[src/rtl/cache_control.sv]
// cache_control: two-way write-back cache controller FSM with optional saturating hit/miss counters (CACHE_PERF_CTR_EN)
module cache_control (
  input  logic        clk,
  input  logic        reset,
  input  logic        mem_read,
  input  logic        mem_write,
  input  logic        hit0,
  input  logic        hit1,
  input  logic        dirty0,
  input  logic        dirty1,
  input  logic        lru_out,
  input  logic        pmem_resp,
  output logic        mem_resp,
  output logic        pmem_read,
  output logic        pmem_write,
  output logic        pmem_addr_sel,
  output logic        data_in_sel,
  output logic        load_data0,
  output logic        load_data1,
  output logic        load_tag0,
  output logic        load_tag1,
  output logic        load_valid0,
  output logic        load_valid1,
  output logic        load_dirty0,
  output logic        load_dirty1,
  output logic        dirty_in,
  output logic        load_lru,
  output logic        lru_in,
  output logic [15:0] hit_count,
  output logic [15:0] miss_count
);
  typedef enum logic [1:0] {S_IDLE, S_WB, S_ALLOC} state_t;
  state_t state_q, state_d;
  logic   victim_q, victim_d;
  logic   req, hit;
  assign req = mem_read | mem_write;
  assign hit = hit0 | hit1;
  // state and latched victim way
  always_ff @(posedge clk) begin
    if (reset) begin
      state_q  <= S_IDLE;
      victim_q <= 1'b0;
    end else begin
      state_q  <= state_d;
      victim_q <= victim_d;
    end
  end
  // next state and outputs; hits answer combinationally, way0 wins ties, write wins over read
  always_comb begin
    state_d       = state_q;
    victim_d      = victim_q;
    mem_resp      = 1'b0;
    pmem_read     = 1'b0;
    pmem_write    = 1'b0;
    pmem_addr_sel = 1'b0;
    data_in_sel   = 1'b0;
    load_data0    = 1'b0;
    load_data1    = 1'b0;
    load_tag0     = 1'b0;
    load_tag1     = 1'b0;
    load_valid0   = 1'b0;
    load_valid1   = 1'b0;
    load_dirty0   = 1'b0;
    load_dirty1   = 1'b0;
    dirty_in      = 1'b0;
    load_lru      = 1'b0;
    lru_in        = 1'b0;
    case (state_q)
      S_IDLE: begin
        if (req && hit) begin
          mem_resp    = 1'b1;
          load_lru    = 1'b1;
          lru_in      = hit0;
          dirty_in    = mem_write;
          load_data0  = mem_write & hit0;
          load_dirty0 = mem_write & hit0;
          load_data1  = mem_write & ~hit0;
          load_dirty1 = mem_write & ~hit0;
        end else if (req) begin
          victim_d = lru_out;
          state_d  = (lru_out ? dirty1 : dirty0) ? S_WB : S_ALLOC;
        end
      end
      S_WB: begin
        pmem_write    = 1'b1;
        pmem_addr_sel = 1'b1;
        state_d       = pmem_resp ? S_ALLOC : S_WB;
      end
      S_ALLOC: begin
        pmem_read = 1'b1;
        if (pmem_resp) begin
          data_in_sel = 1'b1;
          load_data0  = ~victim_q;
          load_tag0   = ~victim_q;
          load_valid0 = ~victim_q;
          load_dirty0 = ~victim_q;
          load_data1  = victim_q;
          load_tag1   = victim_q;
          load_valid1 = victim_q;
          load_dirty1 = victim_q;
          state_d     = S_IDLE;
        end
      end
      default: state_d = S_IDLE;
    endcase
  end
`ifdef CACHE_PERF_CTR_EN
  logic [15:0] hit_count_q, miss_count_q;
  logic        hit_inc, miss_inc;
  assign hit_inc  = (state_q == S_IDLE) & req & hit;
  assign miss_inc = (state_q == S_IDLE) & req & ~hit;
  // saturating performance counters
  always_ff @(posedge clk) begin
    if (reset) begin
      hit_count_q  <= 16'h0000;
      miss_count_q <= 16'h0000;
    end else begin
      if (hit_inc && hit_count_q != 16'hFFFF) hit_count_q <= hit_count_q + 16'd1;
      if (miss_inc && miss_count_q != 16'hFFFF) miss_count_q <= miss_count_q + 16'd1;
    end
  end
  assign hit_count  = hit_count_q;
  assign miss_count = miss_count_q;
`else
  assign hit_count  = 16'h0000;
  assign miss_count = 16'h0000;
`endif
endmodule
[config.mk]
export PLATFORM = sky130hd
export DESIGN_NAME = cache_control
export DESIGN_NICKNAME = d
export VERILOG_FILES = /design/src/rtl/cache_control.sv
export SDC_FILE = /design/constraint.sdc
export NUM_CORES = 1
export LEC_CHECK = 0
export ABC_AREA = 0
export CAP_MARGIN = 20
export CORE_MARGIN = 2
export CORE_UTILIZATION = 28
export DETAILED_ROUTE_END_ITERATION = 8
export PLACE_DENSITY = 0.77
export SLEW_MARGIN = 20
export SYNTH_ARGS = -nofsm -noshare
export SYNTH_HDL_FRONTEND = slang
export SYNTH_SLANG_ARGS = --single-unit
[constraint.sdc]
create_clock -name clk -period 1.83 [get_ports clk]
set_input_delay 0.549 -clock clk [delete_from_list [all_inputs] [get_ports clk]]
set_output_delay 0.549 -clock clk [all_outputs]
set_load 0.005 [all_outputs]
# Word-level counts from Yosys, hierarchy flattened
# Index checks and enable logic that the tools add are counted.
op_classes:
  eq_ne: 5
  bitwise_logic: 7
  n_reduce_logical: 4
  n_mux: 25
ops:
  columns: ["operator", "count"]
  rows:
  - ["$mux 1", 17]
  - ["$mux 2", 5]
  - ["$ne 2x2->1 const B", 3]
  - ["$pmux 2 s3", 1]
  - ["$reduce_and 3->1", 2]
  - ["$pmux 1 s2", 2]
  - ["$not 1->1", 3]
  - ["$and 1x1->1", 2]
  - ["$eq 2x1->1 const B", 1]
  - ["$eq 2x2->1 const B", 1]
  - ["$logic_not 2->1", 1]
  - ["$or 1x1->1", 2]
  - ["$logic_and 1x1->1", 1]
word_totals:
  wordCells: 43
  reg_bits: 3

# Depth between registers and ports, before layout
depth:
  depth_word: 5
  ltp_mapped: 5

# Worst setup path before layout
# Ideal clock, no wire load.
synth_path:
  kind: "register -> output"
  start: "register state_q[1]"
  end: "output port load_dirty1"
  arrival_time_ns: 1.229
  path_stages_with_launch: 6
  slack_ns: 0.052
  path_cell_list: "dfxtp_1 clkbuf_1 nor2b_1 and3_1 a41o_1 buf_4"
synth_via:
  elab_chain_len: 2
  elab_cells_between_ends: 3
  cone_classes: "eq/ne (1); mux (1); reduce/logical (1)"
synth_rtl:
  columns: ["element", "line", "rtl"]
  rows:
  - ["start: declaration", "33", "state_t state_q, state_d;"]
  - ["start signal: assignment", "44", "state_q <= state_d;"]
  - ["$eq 2x2->1 or $logic_not 2->1 (tied branches)", null, null]
  - ["$pmux 1 s2 *", null, null]
  - ["end: declaration", "25", "output logic load_dirty1,"]
# Every way passes the cells marked *; elsewhere a longest branch is shown, timed or not.

# Worst setup path in the final report
layout_path:
  start: "input port hit1"
  end: "output port dirty_in"
layout_via:
  elab_chain_len: 4
layout_rtl:
  columns: ["element", "line", "rtl"]
  rows:
  - ["start: declaration", "8", "input logic hit1,"]
  - ["$or 1x1->1", "37", "assign hit = hit0 | hit1;"]
  - ["$logic_and 1x1->1", "70", "if (req && hit) begin"]
  - ["$mux 1", "70", null]
  - ["$mux 1", "68", "case (state_q)"]
  - ["end: declaration", "26", "output logic dirty_in,"]
# No other way between the ends.

==> reports/metrics.csv <==
stage;metric;value;unit
synth;Synth Register Bits;3;
synth;Distinct cells, synth;23;
global_route;Total GRT Usage;11.0;%
clocking;clock sinks;3;
detailed_routing;via count;515;
min_path;Hold WC Path Type;reg -> reg;
clocking;Num CTS Buffers;3;
die;Initial Util;30.4;%
placed_design;gpl congestion;0.712;
timing;RSZ-0062 raised after global routing;false;
synth;Post-Syn Area;537;µm²
timing;clk_skew;2.75;ps
setup_path;Worst R2R Path Depth;4;
detailed_routing;Post-DRT Antenna Nets;0;
synth;warnings from Yosys;0;
die;Die X;47.8;µm
synth;register area share after synthesis;11.2;%
clocking;clk buf depth;2;
outcome;status;finished, final reports clean;
setup_path;Worst Setup Start Kind;input port;
setup_path;CP Data Arrival Time;1260;ps
synth;Synth area leader;buf_4;
placed_design;Cells after DPL;129;
timing;fin crit period;1800;ps
global_route;GRT Residual Overflow;0;
clocking;htree depth;1;
clocking;CTS tree;built;
synth;Area contributors post-synth;buf_4, dfxtp_1, nand3b_1;
clocking;Clock transition at path regs;40;ps
die;core area;1760;µm²
layout;most frequent cells in the layout;conb_1, buf_4, buf_2;
layout;fin nets;122;
min_path;worst hold path depth;2;
synth;xor and xnor area share after synthesis;0;%
die;Die Span Y;47.8;µm
die;Die ar.;2280;µm²
setup_path;Data required, critical path;1280;ps
layout;layout cell share with drive strength beyond 1;44.1;%
detailed_routing;final wirelength;1230;µm
power_and_ir_drop;VDD IR max;0.000255;V
detailed_routing;Vias/cell;3.79;
synth;multiplexer share of the synthesized area;1.86;%
timing;maximum clock frequency;554;MHz
timing;hold violation count in the final report;0;
power_and_ir_drop;Tot Pwr;334;µW
global_route;initial antenna violation count;0;
placed_design;dpl hpwl;1020;µm
timing;fin crit share;98.6;%
global_route;first-pass GRT wire length;1770;µm
clocking;root buf cell;clkbuf_4;
detailed_routing;# DRC;0;
detailed_routing;DR pass1 iterations;2;
synth;Post-Synth Adder-Cell Area;0;%
layout;Final Instance Area;813;µm²
layout;Layout Cells excl Fill;136;
timing;Max Transition Viols Final;0;
synth;main combinational cell family by area after synthesis;buffers and inverters;
clocking;clock latency on the worst-skew pair;230;ps
die;Row Count;15;
setup_path;CP Capture Type;output port;
die;Top Ports;58;
setup_path;crit-path max FO;3;
timing;setup TNS;0;ps
detailed_routing;routed len/inst;9.07;µm
layout;area delta synth->final;51.5;%
clocking;CTS Hold Bufs;0;
timing;Final setup viols;0;
setup_path;Crit Path Class;in -> out;
synth;Synth Area in Compound Gates;9.09;%
layout;most common cell after layout, fill and taps aside;conb_1;
synth;Yosys top cell area share;53.1;%
synth;Syn Area/Cell;7.46;µm²
global_route;largest net degree at the start of global routing;6;
flow_run;Max-cap violations;0;
layout;diode count;0;
synth;Syn Inst Count;72;
power_and_ir_drop;leakage;0.459;nW
placed_design;placed instance area;762;µm²
global_route;number of global-route vias before repair;451;
placed_design;IO buf count;25;
power_and_ir_drop;Pwr Density;411;nW/µm²
detailed_routing;Starting DRT DRC Count;4;
synth;simple-gate portion of the synthesized area;21.9;%
## logic make-up after synthesis
kind of cell / Yosys count
buffers and inverters: 41
flip-flops: 3
AND/OR/NAND/NOR: 20
multiplexers: 1
AO/OA/AOI/OAI: 6
other: 1
## routing by layer
layer	part of all wire [%]	vias up	wire length, µm	track usage [%]
met3	8.8	2	109	3.02
met5	0	-	0	0
met4	1.1	0	13	7.57
met1	33	234	402	11.2
met2	57	32	708	19.2
li1	-	247	-	-
## state kept, by name (all words and copies together), names as in the netlist
| signal | count |
|---|---|
| state_q | 2 |
| victim_q | 1 |
## worst max-delay path, cell delays in order
cell,delay (ps)
clkdlybuf4s15_2,190
or2_1,220
and3_4,180
buf_2,120
## where the power goes
group	total, mW	leakage (nW)	internal [mW]	switching, mW
sequential	0.0729	0.0256	0.0690	0.00391
clock	0.116	0.0150	0.0817	0.0340
combinational	0.146	0.418	0.0789	0.0667
total	0.334	0.459	0.230	0.105
## layout make-up
cell class / count / area (µm²)
Tap cell: 25 / 31.3
Sequential cell: 3 / 65.1
Timing Repair Buffer: 44 / 338
Fill cell: 186 / 951
Inverter: 1 / 3.75
Clock buffer: 4 / 26.3
Multi-Input combinational cell: 59 / 349
## what timing repair did
| action | in CTS | in global routing |
|---|---|---|
| buffers inserted | 3 | 0 |
| endpoints found under the hold margin | 0 | 0 |
| setup endpoints to repair | 17 | 4 |
| gates resized for setup | 73 | 1 |
| pin swaps | 3 | 2 |
## through the flow
| step | hold slack (ps) | worst slack [ps] | util [%] |
|---|---|---|---|
| CTS | 542 | 13.9 | 46.0 |
| finish | 550 | 25.9 | 46.1 |
| global route | 572 | 4.85 | 46.1 |
| detailed placement | 505 | -733 | 43.2 |
| global placement | 490 | -702 | 43.2 |
| floorplan | 453 | 52.3 | - |
## cells in the mapped netlist
| library cell | n |
|---|---|
| inv_1 | 1 |
| a41o_1 | 1 |
| nor2_1 | 4 |
| and3_1 | 1 |
| o41ai_1 | 1 |
| conb_1 | 1 |
| a211oi_2 | 1 |
| and3_2 | 1 |
| nor2b_1 | 2 |
| or4_1 | 1 |
| nand3b_1 | 3 |
| a211oi_1 | 1 |
| buf_4 | 38 |
| or2_1 | 1 |
| nand4b_1 | 1 |
| mux2i_1 | 1 |
| nor3_1 | 1 |
| nor4_1 | 2 |
| a21oi_1 | 2 |
| clkbuf_1 | 2 |
| nand2b_1 | 1 |
| nand2_1 | 2 |
| dfxtp_1 | 3 |
## path summary, 6_finish.rpt
check / slack [ps] / from / to
max: 30 / hit1 / dirty_in
max reg2reg: 360 / state_q[0] / state_q[0]
min reg2reg: 550 / victim_q / victim_q
min: 550 / victim_q / victim_q
Note: power is estimated with default switching activity, not from simulation.
